==> src/rtl/gx4000_dma_sound_channel.sv <==
// Plus-ASIC DMA sound channel: walks a sound list in RAM, executing one 16-bit
// instruction per scan line and turning LOAD instructions into PSG register writes.
module gx4000_dma_sound_channel #(
    parameter int ADDR_W = 16
) (
    input  logic              clk_sys,
    input  logic              reset,
    input  logic              enable,
    input  logic              line_tick,
    input  logic [ADDR_W-1:0] cfg_addr,
    input  logic              cfg_addr_wr,
    input  logic [7:0]        cfg_prescale,
    input  logic              irq_clr,
    output logic              mem_req,
    output logic [ADDR_W-1:0] mem_addr,
    input  logic              mem_ack,
    input  logic [15:0]       mem_data,
    output logic              psg_wr,
    output logic [3:0]        psg_reg,
    output logic [7:0]        psg_data,
    input  logic              psg_ready,
    output logic              irq,
    output logic              active
);

    typedef enum logic [2:0] {
        ST_IDLE  = 3'd0,
        ST_WAIT  = 3'd1,
        ST_FETCH = 3'd2,
        ST_EXEC  = 3'd3,
        ST_PSGWR = 3'd4,
        ST_PAUSE = 3'd5
    } state_t;

    localparam logic [3:0]        OP_LOAD    = 4'h0;
    localparam logic [3:0]        OP_PAUSE   = 4'h1;
    localparam logic [3:0]        OP_REPEAT  = 4'h2;
    localparam logic [3:0]        OP_CONTROL = 4'h4;
    localparam logic [ADDR_W-1:0] PTR_STEP   = ADDR_W'(32'd2);
    localparam logic [ADDR_W-1:0] PTR_MASK   = ~ADDR_W'(32'd1);

    state_t            state_r, state_nxt_s;
    logic [ADDR_W-1:0] ptr_r, ptr_nxt_s;
    logic [ADDR_W-1:0] loop_addr_r, loop_addr_nxt_s;
    logic [ADDR_W-1:0] mem_addr_r, mem_addr_nxt_s;
    logic [11:0]       loop_cnt_r, loop_cnt_nxt_s;
    logic [11:0]       pause_cnt_r, pause_cnt_nxt_s;
    logic [7:0]        presc_cnt_r, presc_cnt_nxt_s;
    logic [15:0]       instr_r, instr_nxt_s;
    logic              pending_r, pending_nxt_s;
    logic              drop_r, drop_nxt_s;
    logic              enable_d_r;
    logic              mem_req_r, mem_req_nxt_s;
    logic              psg_wr_r, psg_wr_nxt_s;
    logic [3:0]        psg_reg_r, psg_reg_nxt_s;
    logic [7:0]        psg_data_r, psg_data_nxt_s;
    logic              irq_r, irq_nxt_s;
    logic              active_r, active_nxt_s;

    logic              abort_s;
    logic              busy_s;
    logic              go_idle_s;
    logic [3:0]        opcode_s;
    logic [11:0]       operand_s;
    logic [11:0]       loop_dec_s;

    assign opcode_s   = instr_r[15:12];
    assign operand_s  = instr_r[11:0];
    assign loop_dec_s = loop_cnt_r - 12'd1;
    // A disable seen at any point of a run is remembered until the channel is back in IDLE.
    assign abort_s    = drop_r | ~enable;
    assign busy_s     = (state_r == ST_FETCH) || (state_r == ST_EXEC) || (state_r == ST_PSGWR);

    assign mem_req  = mem_req_r;
    assign mem_addr = mem_addr_r;
    assign psg_wr   = psg_wr_r;
    assign psg_reg  = psg_reg_r;
    assign psg_data = psg_data_r;
    assign irq      = irq_r;
    assign active   = active_r;

    // Next-state and next-register computation for the sequencer.
    always_comb begin
        state_nxt_s     = state_r;
        ptr_nxt_s       = ptr_r;
        loop_addr_nxt_s = loop_addr_r;
        loop_cnt_nxt_s  = loop_cnt_r;
        pause_cnt_nxt_s = pause_cnt_r;
        presc_cnt_nxt_s = presc_cnt_r;
        instr_nxt_s     = instr_r;
        mem_req_nxt_s   = mem_req_r;
        psg_wr_nxt_s    = psg_wr_r;
        psg_reg_nxt_s   = psg_reg_r;
        psg_data_nxt_s  = psg_data_r;
        active_nxt_s    = active_r;
        go_idle_s       = 1'b0;

        if (busy_s && line_tick) begin
            pending_nxt_s = 1'b1;
        end else begin
            pending_nxt_s = pending_r;
        end

        if ((state_r != ST_IDLE) && !enable) begin
            drop_nxt_s = 1'b1;
        end else begin
            drop_nxt_s = drop_r;
        end

        if (irq_clr) begin
            irq_nxt_s = 1'b0;
        end else begin
            irq_nxt_s = irq_r;
        end

        case (state_r)
            ST_IDLE: begin
                if (enable && !enable_d_r) begin
                    active_nxt_s = 1'b1;
                    state_nxt_s  = ST_WAIT;
                end else begin
                    state_nxt_s  = ST_IDLE;
                end
            end
            ST_WAIT: begin
                if (abort_s) begin
                    go_idle_s = 1'b1;
                end else if (line_tick || pending_r) begin
                    state_nxt_s   = ST_FETCH;
                    mem_req_nxt_s = 1'b1;
                    pending_nxt_s = 1'b0;
                end else begin
                    state_nxt_s   = ST_WAIT;
                end
            end
            ST_FETCH: begin
                if (mem_ack) begin
                    mem_req_nxt_s = 1'b0;
                    instr_nxt_s   = mem_data;
                    ptr_nxt_s     = ptr_r + PTR_STEP;
                    go_idle_s     = abort_s;
                    state_nxt_s   = ST_EXEC;
                end else begin
                    mem_req_nxt_s = 1'b1;
                end
            end
            ST_EXEC: begin
                if (abort_s) begin
                    go_idle_s = 1'b1;
                end else begin
                    case (opcode_s)
                        OP_LOAD: begin
                            psg_wr_nxt_s   = 1'b1;
                            psg_reg_nxt_s  = operand_s[11:8];
                            psg_data_nxt_s = operand_s[7:0];
                            state_nxt_s    = ST_PSGWR;
                        end
                        OP_PAUSE: begin
                            if (operand_s == 12'd0) begin
                                state_nxt_s     = ST_WAIT;
                            end else begin
                                pause_cnt_nxt_s = operand_s;
                                presc_cnt_nxt_s = cfg_prescale;
                                state_nxt_s     = ST_PAUSE;
                            end
                        end
                        OP_REPEAT: begin
                            loop_cnt_nxt_s  = operand_s;
                            loop_addr_nxt_s = ptr_r;
                            state_nxt_s     = ST_WAIT;
                        end
                        OP_CONTROL: begin
                            // LOOP, then INT, then STOP; the last pass of a loop falls through.
                            if (instr_r[0] && (loop_cnt_r != 12'd0)) begin
                                loop_cnt_nxt_s = loop_dec_s;
                                ptr_nxt_s      = (loop_dec_s != 12'd0) ? loop_addr_r : ptr_r;
                            end else begin
                                loop_cnt_nxt_s = loop_cnt_r;
                            end
                            irq_nxt_s = irq_nxt_s | instr_r[4];
                            if (instr_r[5]) begin
                                go_idle_s   = 1'b1;
                            end else begin
                                state_nxt_s = ST_WAIT;
                            end
                        end
                        default: begin
                            state_nxt_s = ST_WAIT;
                        end
                    endcase
                end
            end
            ST_PSGWR: begin
                if (psg_ready) begin
                    psg_wr_nxt_s = 1'b0;
                    go_idle_s    = abort_s;
                    state_nxt_s  = ST_WAIT;
                end else begin
                    psg_wr_nxt_s = 1'b1;
                end
            end
            ST_PAUSE: begin
                if (abort_s) begin
                    go_idle_s = 1'b1;
                end else if (line_tick) begin
                    if (presc_cnt_r != 8'd0) begin
                        presc_cnt_nxt_s = presc_cnt_r - 8'd1;
                    end else begin
                        presc_cnt_nxt_s = cfg_prescale;
                        pause_cnt_nxt_s = pause_cnt_r - 12'd1;
                        state_nxt_s     = (pause_cnt_r == 12'd1) ? ST_WAIT : ST_PAUSE;
                    end
                end else begin
                    state_nxt_s = ST_PAUSE;
                end
            end
            default: begin
                go_idle_s = 1'b1;
            end
        endcase

        // Leaving a run drops all sequencing state except the list pointer.
        state_nxt_s     = go_idle_s ? ST_IDLE : state_nxt_s;
        active_nxt_s    = go_idle_s ? 1'b0 : active_nxt_s;
        pending_nxt_s   = go_idle_s ? 1'b0 : pending_nxt_s;
        drop_nxt_s      = go_idle_s ? 1'b0 : drop_nxt_s;
        pause_cnt_nxt_s = go_idle_s ? 12'd0 : pause_cnt_nxt_s;
        presc_cnt_nxt_s = go_idle_s ? 8'd0 : presc_cnt_nxt_s;
        loop_cnt_nxt_s  = go_idle_s ? 12'd0 : loop_cnt_nxt_s;
        loop_addr_nxt_s = go_idle_s ? {ADDR_W{1'b0}} : loop_addr_nxt_s;

        ptr_nxt_s       = cfg_addr_wr ? (cfg_addr & PTR_MASK) : ptr_nxt_s;
        mem_addr_nxt_s  = ((state_r == ST_WAIT) && (state_nxt_s == ST_FETCH)) ? ptr_nxt_s : mem_addr_r;
    end

    // Sequencer state, list/loop/pause bookkeeping and registered outputs.
    always_ff @(posedge clk_sys or posedge reset) begin
        if (reset) begin
            state_r     <= ST_IDLE;
            ptr_r       <= {ADDR_W{1'b0}};
            loop_addr_r <= {ADDR_W{1'b0}};
            mem_addr_r  <= {ADDR_W{1'b0}};
            loop_cnt_r  <= 12'd0;
            pause_cnt_r <= 12'd0;
            presc_cnt_r <= 8'd0;
            instr_r     <= 16'd0;
            pending_r   <= 1'b0;
            drop_r      <= 1'b0;
            enable_d_r  <= 1'b0;
            mem_req_r   <= 1'b0;
            psg_wr_r    <= 1'b0;
            psg_reg_r   <= 4'd0;
            psg_data_r  <= 8'd0;
            irq_r       <= 1'b0;
            active_r    <= 1'b0;
        end else begin
            state_r     <= state_nxt_s;
            ptr_r       <= ptr_nxt_s;
            loop_addr_r <= loop_addr_nxt_s;
            mem_addr_r  <= mem_addr_nxt_s;
            loop_cnt_r  <= loop_cnt_nxt_s;
            pause_cnt_r <= pause_cnt_nxt_s;
            presc_cnt_r <= presc_cnt_nxt_s;
            instr_r     <= instr_nxt_s;
            pending_r   <= pending_nxt_s;
            drop_r      <= drop_nxt_s;
            enable_d_r  <= enable;
            mem_req_r   <= mem_req_nxt_s;
            psg_wr_r    <= psg_wr_nxt_s;
            psg_reg_r   <= psg_reg_nxt_s;
            psg_data_r  <= psg_data_nxt_s;
            irq_r       <= irq_nxt_s;
            active_r    <= active_nxt_s;
        end
    end

endmodule

==> config.mk <==
export PLATFORM = sky130hd
export DESIGN_NAME = gx4000_dma_sound_channel
export DESIGN_NICKNAME = d
export VERILOG_FILES = /design/src/rtl/gx4000_dma_sound_channel.sv
export SDC_FILE = /design/constraint.sdc
export NUM_CORES = 1
export LEC_CHECK = 0
export CAP_MARGIN = 20
export CELL_PAD_IN_SITES_DETAIL_PLACEMENT = 1
export CELL_PAD_IN_SITES_GLOBAL_PLACEMENT = 2
export CORE_MARGIN = 4
export CORE_UTILIZATION = 39
export CTS_BUF_LIST = sky130_fd_sc_hd__clkbuf_8
export DETAILED_ROUTE_END_ITERATION = 10
export PLACE_DENSITY_LB_ADDON = 0.1
export SLEW_MARGIN = 20
export SYNTH_ARGS = -nofsm -noshare
export SYNTH_HDL_FRONTEND = slang
export SYNTH_SLANG_ARGS = --single-unit
==> constraint.sdc <==
create_clock -name clk_sys -period 8.53 [get_ports clk_sys]
set_clock_uncertainty 0.1 [all_clocks]
set_input_delay 1.2795 -clock clk_sys [delete_from_list [all_inputs] [get_ports clk_sys]]
set_output_delay 1.2795 -clock clk_sys [all_outputs]
set_load 0.01 [all_outputs]
==> metrics.json, run 1 <==
{
  "postSynthCellCount": {"value": 713},
  "tritoncts": {"value": "done"},
  "holdCritPathClass": {"value": "register to register"},
  "regToRegSetupSlack": {"value": 4.24, "unit": "ns"},
  "route.antenna.remaining_nets": {"value": 0},
  "drt-initial-drc-count": {"value": 298},
  "finalWirelength": {"value": 20430, "unit": "um"},
  "place.detailed.instances": {"value": 970},
  "die_width": {"value": 137.2, "unit": "um"},
  "use_met1": {"value": 0.3155},
  "final_layout_size_suffix_gt1_frac": {"value": 0.1045},
  "hold_path_depth": {"value": 2},
  "start_kind": {"value": "primary input"},
  "cts_hold_buf": {"value": 0},
  "timing.reg2reg.worst_path_depth": {"value": 6},
  "vias": {"value": 5801},
  "setup.worst_path.end_class": {"value": "register"},
  "ir_worst_vdd": {"value": 0.1498, "unit": "mV"},
  "globalRoute.totalOverflow": {"value": 0},
  "postSynthNetCount": {"value": 767},
  "grt_max_degree": {"value": 63},
  "slew_headroom": {"value": 0.2930},
  "initial_core_util": {"value": 0.4040},
  "final_net_count": {"value": 827},
  "cellLeakagePower": {"value": 3.236, "unit": "nW"},
  "synthesis.yosys.warnings": {"value": 0},
  "cts-root-to-sink-buffers": {"value": 2},
  "async_flop_share": {"value": 1.000},
  "max_slew.worst_pin.slew": {"value": 1.061, "unit": "ns"},
  "core_area": {"value": 16120, "unit": "um2"},
  "synth-seq-area-share": {"value": 0.4535},
  "layout_common_cells": {"value": "118 x dfrtp_1, 95 x o21ai_0, 78 x clkdlybuf4s50_1"},
  "drt-wirelength-per-cell": {"value": 20.41, "unit": "um"},
  "io_buffers": {"value": 78},
  "wire_length_of_the_first_global_routing_pass": {"value": 33150, "unit": "um"},
  "achievable-frequency": {"value": 206.7, "unit": "MHz"},
  "timing_max_transition_violations_final": {"value": 0},
  "placementRows": {"value": 46},
  "met3_usage": {"value": 0.04273},
  "synth-edff-count": {"value": 0},
  "leading_cell_type_in_the_layout_fill_and_taps_excluded": {"value": "dfrtp_1"},
  "dominantRegCellSynth": {"value": "dfrtp_1"},
  "die_h": {"value": 137.2, "unit": "um"},
  "yosys.cell_types.count": {"value": 72},
  "boundaryPins": {"value": 80},
  "finalCritPeriodShare": {"value": 0.5671},
  "grt_pass1_vias": {"value": 6051},
  "final_cell_count_no_fill": {"value": 1001},
  "cts-buffers-inserted": {"value": 17},
  "hold_violations": {"value": 0},
  "regArea": {"value": 2953, "unit": "um2"},
  "setup_repair_after_global_routing_missed_its_margin": {"value": "false"},
  "count_of_clock_tree_sinks": {"value": 118},
  "synth_seq_cells": {"value": 118},
  "hpwl": {"value": 14310, "unit": "um"},
  "worst-setup-path-type": {"value": "primary input to register"},
  "area_delta_synth_final": {"value": 20.20, "unit": "%"},
  "groute.layer.met2.usage": {"value": 0.3586},
  "num-fill-cells": {"value": 1837},
  "cellPowerDensity": {"value": 350.2, "unit": "nW/um2"},
  "timing.setup.tns": {"value": 0, "unit": "ns"},
  "grt_util_all_layers": {"value": 0.2255},
  "multi_input_area": {"value": 3278, "unit": "um2"},
  "synthesis.area_per_instance": {"value": 9.132, "unit": "um2"},
  "busiest_layer": {"value": "met2"},
  "drt_drc_violations_left": {"value": 0},
  "final-setup-viol-count": {"value": 0},
  "outcome": {"value": "completed"},
  "timing.critical_path.arrival": {"value": 5.11, "unit": "ns"},
  "detailed_place.area": {"value": 7421, "unit": "um2"},
  "antenna_found_initial": {"value": 0},
  "fp.dieArea": {"value": 18830, "unit": "um2"},
  "count_of_h_tree_levels_built_during_cts": {"value": 4},
  "holdWs": {"value": 0.3765, "unit": "ns"},
  "clock_tree.root_cell": {"value": "clkbuf_8"},
  "p_total": {"value": 2.741, "unit": "mW"},
  "synth.cell_area": {"value": 6511, "unit": "um2"},
  "maxCapViolations": {"value": 0},
  "gpl.final_weighted_congestion": {"value": 0.8164},
  "dr.pass1.iters": {"value": 4},
  "critical_path_required": {"value": 8.81, "unit": "ns"},
  "post_drt_via_cell_ratio": {"value": 5.795},
  "clock_latency_of_the_later_clocked_register_in_the_worst_skew_pair": {"value": 0.46, "unit": "ns"},
  "critical_path.max_fanout": {"value": 21},
  "finalInstanceArea": {"value": 7826, "unit": "um2"},
  "final.min_clock_period": {"value": 4.837, "unit": "ns"},
  "diodes": {"value": 0},
  "post_cts_resized": {"value": 0},
  "cts.clk_slew.worst_paths": {"value": 0.07, "unit": "ns"},
  "post_cts.repair.setup_buffers": {"value": 0}
}
area by class of cell:
| type | count | area share |
|---|---|---|
| tap | 216 | 0.03453 |
| multi-input combinational | 526 | 0.4189 |
| inverter | 26 | 0.01279 |
| clock buffer | 19 | 0.03341 |
| sequential | 118 | 0.3773 |
| clock inverter | 12 | 0.01759 |
| timing repair buffer | 84 | 0.1055 |
power breakdown:
group	switching [mW]	total, mW	internal [mW]	leakage (nW)
registers	0.265	1.04	0.774	1.49
clock network	0.240	0.538	0.298	0.215
logic	0.661	1.16	0.503	1.53
cells in the mapped netlist (7+ instances only):
library cell / count / area share
nor2b_1: 7 / 0.0067
nor4_1: 13 / 0.012
a22oi_1: 15 / 0.017
o21ai_0: 95 / 0.073
mux2i_1: 14 / 0.022
nor2_1: 60 / 0.035
xnor2_1: 7 / 0.0094
a31oi_1: 8 / 0.0077
mux2_2: 32 / 0.055
a21oi_1: 38 / 0.029
inv_1: 25 / 0.014
nand4_1: 7 / 0.0067
clkbuf_1: 38 / 0.022
o31ai_1: 9 / 0.010
dfrtp_1: 118 / 0.45
nor3_1: 23 / 0.018
nand3_1: 8 / 0.0061
o21ai_1: 16 / 0.012
nand2_1: 68 / 0.039
and3_1: 8 / 0.0077
kinds of logic (layout without fill, tap and decap cells):
family          count (synthesis)  after routing  share of synthesized area
compound gates                226            226                     0.2102
xor+xnor                       12             12                    0.01614
fa+ha+maj                       6              6                    0.01153
buf+inv                        69            141                    0.04458
flops                         118            118                     0.4535
mux                            47             47                    0.07917
simple gates                  235            235                     0.1849
path summary, 6_finish.rpt:
kind,from,end
max in group asynchronous,reset,loop_addr_r[3]
worst min-delay path,mem_addr[15],mem_addr[15]
worst max-delay path,mem_ack,pause_cnt_r[8]
min in group asynchronous,reset,loop_cnt_r[5]
worst max register to register,state_r[2],pause_cnt_r[8]
worst min register to register,mem_addr[15],mem_addr[15]
through the flow:
stage	util	setup slack, ns
CTS	0.4852	3.701
finish	0.4856	3.693
floorplan	-	4.021
global route	0.4856	3.298
global placement	0.4605	3.375
detailed placement	0.4605	3.229
critical path, cell delays in order:
cell and delay (ns):
clkdlybuf4s50_1 0.60, and4bb_1 0.88, o21bai_1 0.30, a21oi_1 0.24, o22ai_1 0.43, nand3_1 0.53, or2_0 0.58, o21ai_0 0.26
layer usage:
metal  share of wire  vias to the layer above
met5               0                        -
met4           0.012                        0
met3           0.027                       23
met2            0.48                       89
met1            0.49                     2961
li1                -                     2728
No activity file was read; power rests on OpenSTA's default activity.
==> run 2, diff against run 1 <==
--- a/config.mk
+++ b/config.mk
@@ -9,7 +9,7 @@
 export CELL_PAD_IN_SITES_DETAIL_PLACEMENT = 1
 export CELL_PAD_IN_SITES_GLOBAL_PLACEMENT = 2
 export CORE_MARGIN = 4
-export CORE_UTILIZATION = 39
+export CORE_UTILIZATION = 36
 export CTS_BUF_LIST = sky130_fd_sc_hd__clkbuf_8
 export DETAILED_ROUTE_END_ITERATION = 10
 export PLACE_DENSITY_LB_ADDON = 0.1
==> constraint.sdc (replaced) <==
create_clock -name clk_sys -period 4.61 [get_ports clk_sys]
set_clock_uncertainty 0.1 [all_clocks]
set_input_delay 0.6915 -clock clk_sys [delete_from_list [all_inputs] [get_ports clk_sys]]
set_output_delay 0.6915 -clock clk_sys [all_outputs]
set_load 0.01 [all_outputs]
==> metrics.json, run 2 (synthesis results as in run 1) <==
{
  "outcome": {"value": "completed"},
  "cts-root-to-sink-buffers": {"value": 2},
  "fp.dieArea": {"value": 20300, "unit": "um2"},
  "timing.setup.tns": {"value": 0, "unit": "ns"},
  "leading_cell_type_in_the_layout_fill_and_taps_excluded": {"value": "dfrtp_1"},
  "post_cts.repair.setup_buffers": {"value": 0},
  "gpl.final_weighted_congestion": {"value": 0.8433},
  "setup.worst_path.end_class": {"value": "register"},
  "timing.reg2reg.worst_path_depth": {"value": 9},
  "final_core_utilization": {"value": 0.4522},
  "detailed_place.area": {"value": 7505, "unit": "um2"},
  "hold_path_depth": {"value": 2},
  "boundaryPins": {"value": 80},
  "placementRows": {"value": 48},
  "dr.pass1.iters": {"value": 6},
  "crit_path_largest_cell_delay": {"value": 0.57, "unit": "ns"},
  "hold_path_end": {"value": "mem_addr[7]"},
  "cts_hold_buf": {"value": 0},
  "cts.clk_slew.worst_paths": {"value": 0.08, "unit": "ns"},
  "start_kind": {"value": "register"},
  "drt_drc_violations_left": {"value": 0},
  "grt_util_all_layers": {"value": 0.2102},
  "clock_tree.root_cell": {"value": "clkbuf_8"},
  "die_h": {"value": 142.5, "unit": "um"},
  "achievable-frequency": {"value": 299.3, "unit": "MHz"},
  "vias": {"value": 5749},
  "post_drt_via_cell_ratio": {"value": 5.647},
  "setup_repair_after_global_routing_missed_its_margin": {"value": "false"},
  "final_net_count": {"value": 835},
  "layout_common_cells": {"value": "118 x dfrtp_1, 95 x o21ai_0, 78 x clkdlybuf4s50_1"},
  "cp_cell_sequence": {"value": "inv_1 > ha_1 > or4_1 > nor4_1 > or4_1 > nor4b_1 > o21ai_1 > a32oi_1 > mux2_2"},
  "hold_violations": {"value": 0},
  "wire_length_of_the_first_global_routing_pass": {"value": 33800, "unit": "um"},
  "critical_path.max_fanout": {"value": 13},
  "io_buffers": {"value": 78},
  "setup_slack": {"value": 1.269, "unit": "ns"},
  "hpwl": {"value": 14510, "unit": "um"},
  "use_met1": {"value": 0.2930},
  "drt-initial-drc-count": {"value": 339},
  "cts-buffers-inserted": {"value": 17},
  "cellLeakagePower": {"value": 3.276, "unit": "nW"},
  "grt_max_degree": {"value": 70},
  "count_of_h_tree_levels_built_during_cts": {"value": 4},
  "ir_worst_vdd": {"value": 0.2338, "unit": "mV"},
  "route.antenna.remaining_nets": {"value": 0},
  "timing.critical_path.arrival": {"value": 3.64, "unit": "ns"},
  "timing.critical_path.mode_cell": {"value": "or4_1"},
  "timing_max_transition_violations_final": {"value": 0},
  "met3_usage": {"value": 0.04099},
  "final_layout_size_suffix_gt1_frac": {"value": 0.1160},
  "max_slew.worst_pin.slew": {"value": 0.9668, "unit": "ns"},
  "area_delta_synth_final": {"value": 21.79, "unit": "%"},
  "num-fill-cells": {"value": 1970},
  "worst-setup-path-type": {"value": "register to register"},
  "final-setup-viol-count": {"value": 0},
  "finalCritPeriodShare": {"value": 0.7247},
  "finalWirelength": {"value": 20460, "unit": "um"},
  "holdWs": {"value": 0.3847, "unit": "ns"},
  "critical-path-top-delay-family": {"value": "simple AND/OR/NAND/NOR gates"},
  "slowest_stage": {"value": "dfrtp_1"},
  "post_cts_resized": {"value": 0},
  "grt_pass1_vias": {"value": 6107},
  "antenna_found_initial": {"value": 0},
  "die_width": {"value": 142.5, "unit": "um"},
  "groute.layer.met2.usage": {"value": 0.3398},
  "endpoint_of_the_lowest_slack_register_to_register_path": {"value": "mem_addr[3]"},
  "critical_path_buf_inv_count": {"value": 1},
  "diodes": {"value": 0},
  "holdCritPathClass": {"value": "register to register"},
  "finalInstanceArea": {"value": 7930, "unit": "um2"},
  "min_from": {"value": "mem_addr[7]"},
  "cellPowerDensity": {"value": 644.6, "unit": "nW/um2"},
  "critical_path_required": {"value": 4.91, "unit": "ns"},
  "slew_headroom": {"value": 0.3555},
  "drt-wirelength-per-cell": {"value": 20.10, "unit": "um"},
  "regToRegSetupSlack": {"value": 1.27, "unit": "ns"},
  "count_of_clock_tree_sinks": {"value": 118},
  "clock_latency_of_the_later_clocked_register_in_the_worst_skew_pair": {"value": 0.46, "unit": "ns"},
  "final.min_clock_period": {"value": 3.341, "unit": "ns"},
  "core_area": {"value": 17540, "unit": "um2"},
  "r2r_start": {"value": "loop_cnt_r[0]"},
  "maxCapViolations": {"value": 0},
  "globalRoute.totalOverflow": {"value": 0},
  "initial_core_util": {"value": 0.3713},
  "tritoncts": {"value": "done"},
  "busiest_layer": {"value": "met2"},
  "worst_setup_slack_post_dpl": {"value": 0.8881, "unit": "ns"}
}
run 2: power by group:
| group | internal (mW) | switching [mW] | total, mW |
|---|---|---|---|
| Sequential | 1.43 | 0.475 | 1.91 |
| Combinational | 0.944 | 1.23 | 2.17 |
| Clock | 0.575 | 0.454 | 1.03 |
run 2: how the worst max path moves through the flow:
stage                        startpoint               to  slack [ns]  cells after the start
after detailed placement        mem_ack  pause_cnt_r[11]        0.89                      7
after global routing      loop_cnt_r[0]      mem_addr[9]        0.98                      9
final                     loop_cnt_r[0]      mem_addr[3]        1.27                      9
after CTS                 loop_cnt_r[0]      mem_addr[3]        1.27                      9
after floorplan                   reset           active        0.69                      1
after global placement          mem_ack   pause_cnt_r[7]        0.96                      7
run 2: final cells by class:
class,instances,area (um2),share of cell area
clock buffers,20,275.3,0.03471
repair buffers,92,898.4,0.1133
inverters,26,100.1,0.01262
well taps,225,281.5,0.03550
clock inverters,11,150.1,0.01893
multi-input cells,526,3272,0.4126
flip-flops and latches,118,2953,0.3724
run 2: stage by stage:
step                cells  power, mW
floorplan             713      3.246
global placement      987      4.009
detailed placement    987      4.115
CTS                  1018      5.167
global route         1018      5.532
finish               1018      5.112
run 2: worst register-to-register path: stages, from the launching register on:
cell and delay (ns):
dfrtp_1 0.57, inv_1 0.12, ha_1 0.38, or4_1 0.55
nor4_1 0.20, or4_1 0.33, nor4b_1 0.45, o21ai_1 0.12
a32oi_1 0.27, mux2_2 0.20
run 2: metal layers:
metal / vias up / wire length (um)
met2: 84 / 9995
met5: - / 0
met4: 0 / 189
met3: 15 / 564
li1: 2751 / -
met1: 2899 / 9713
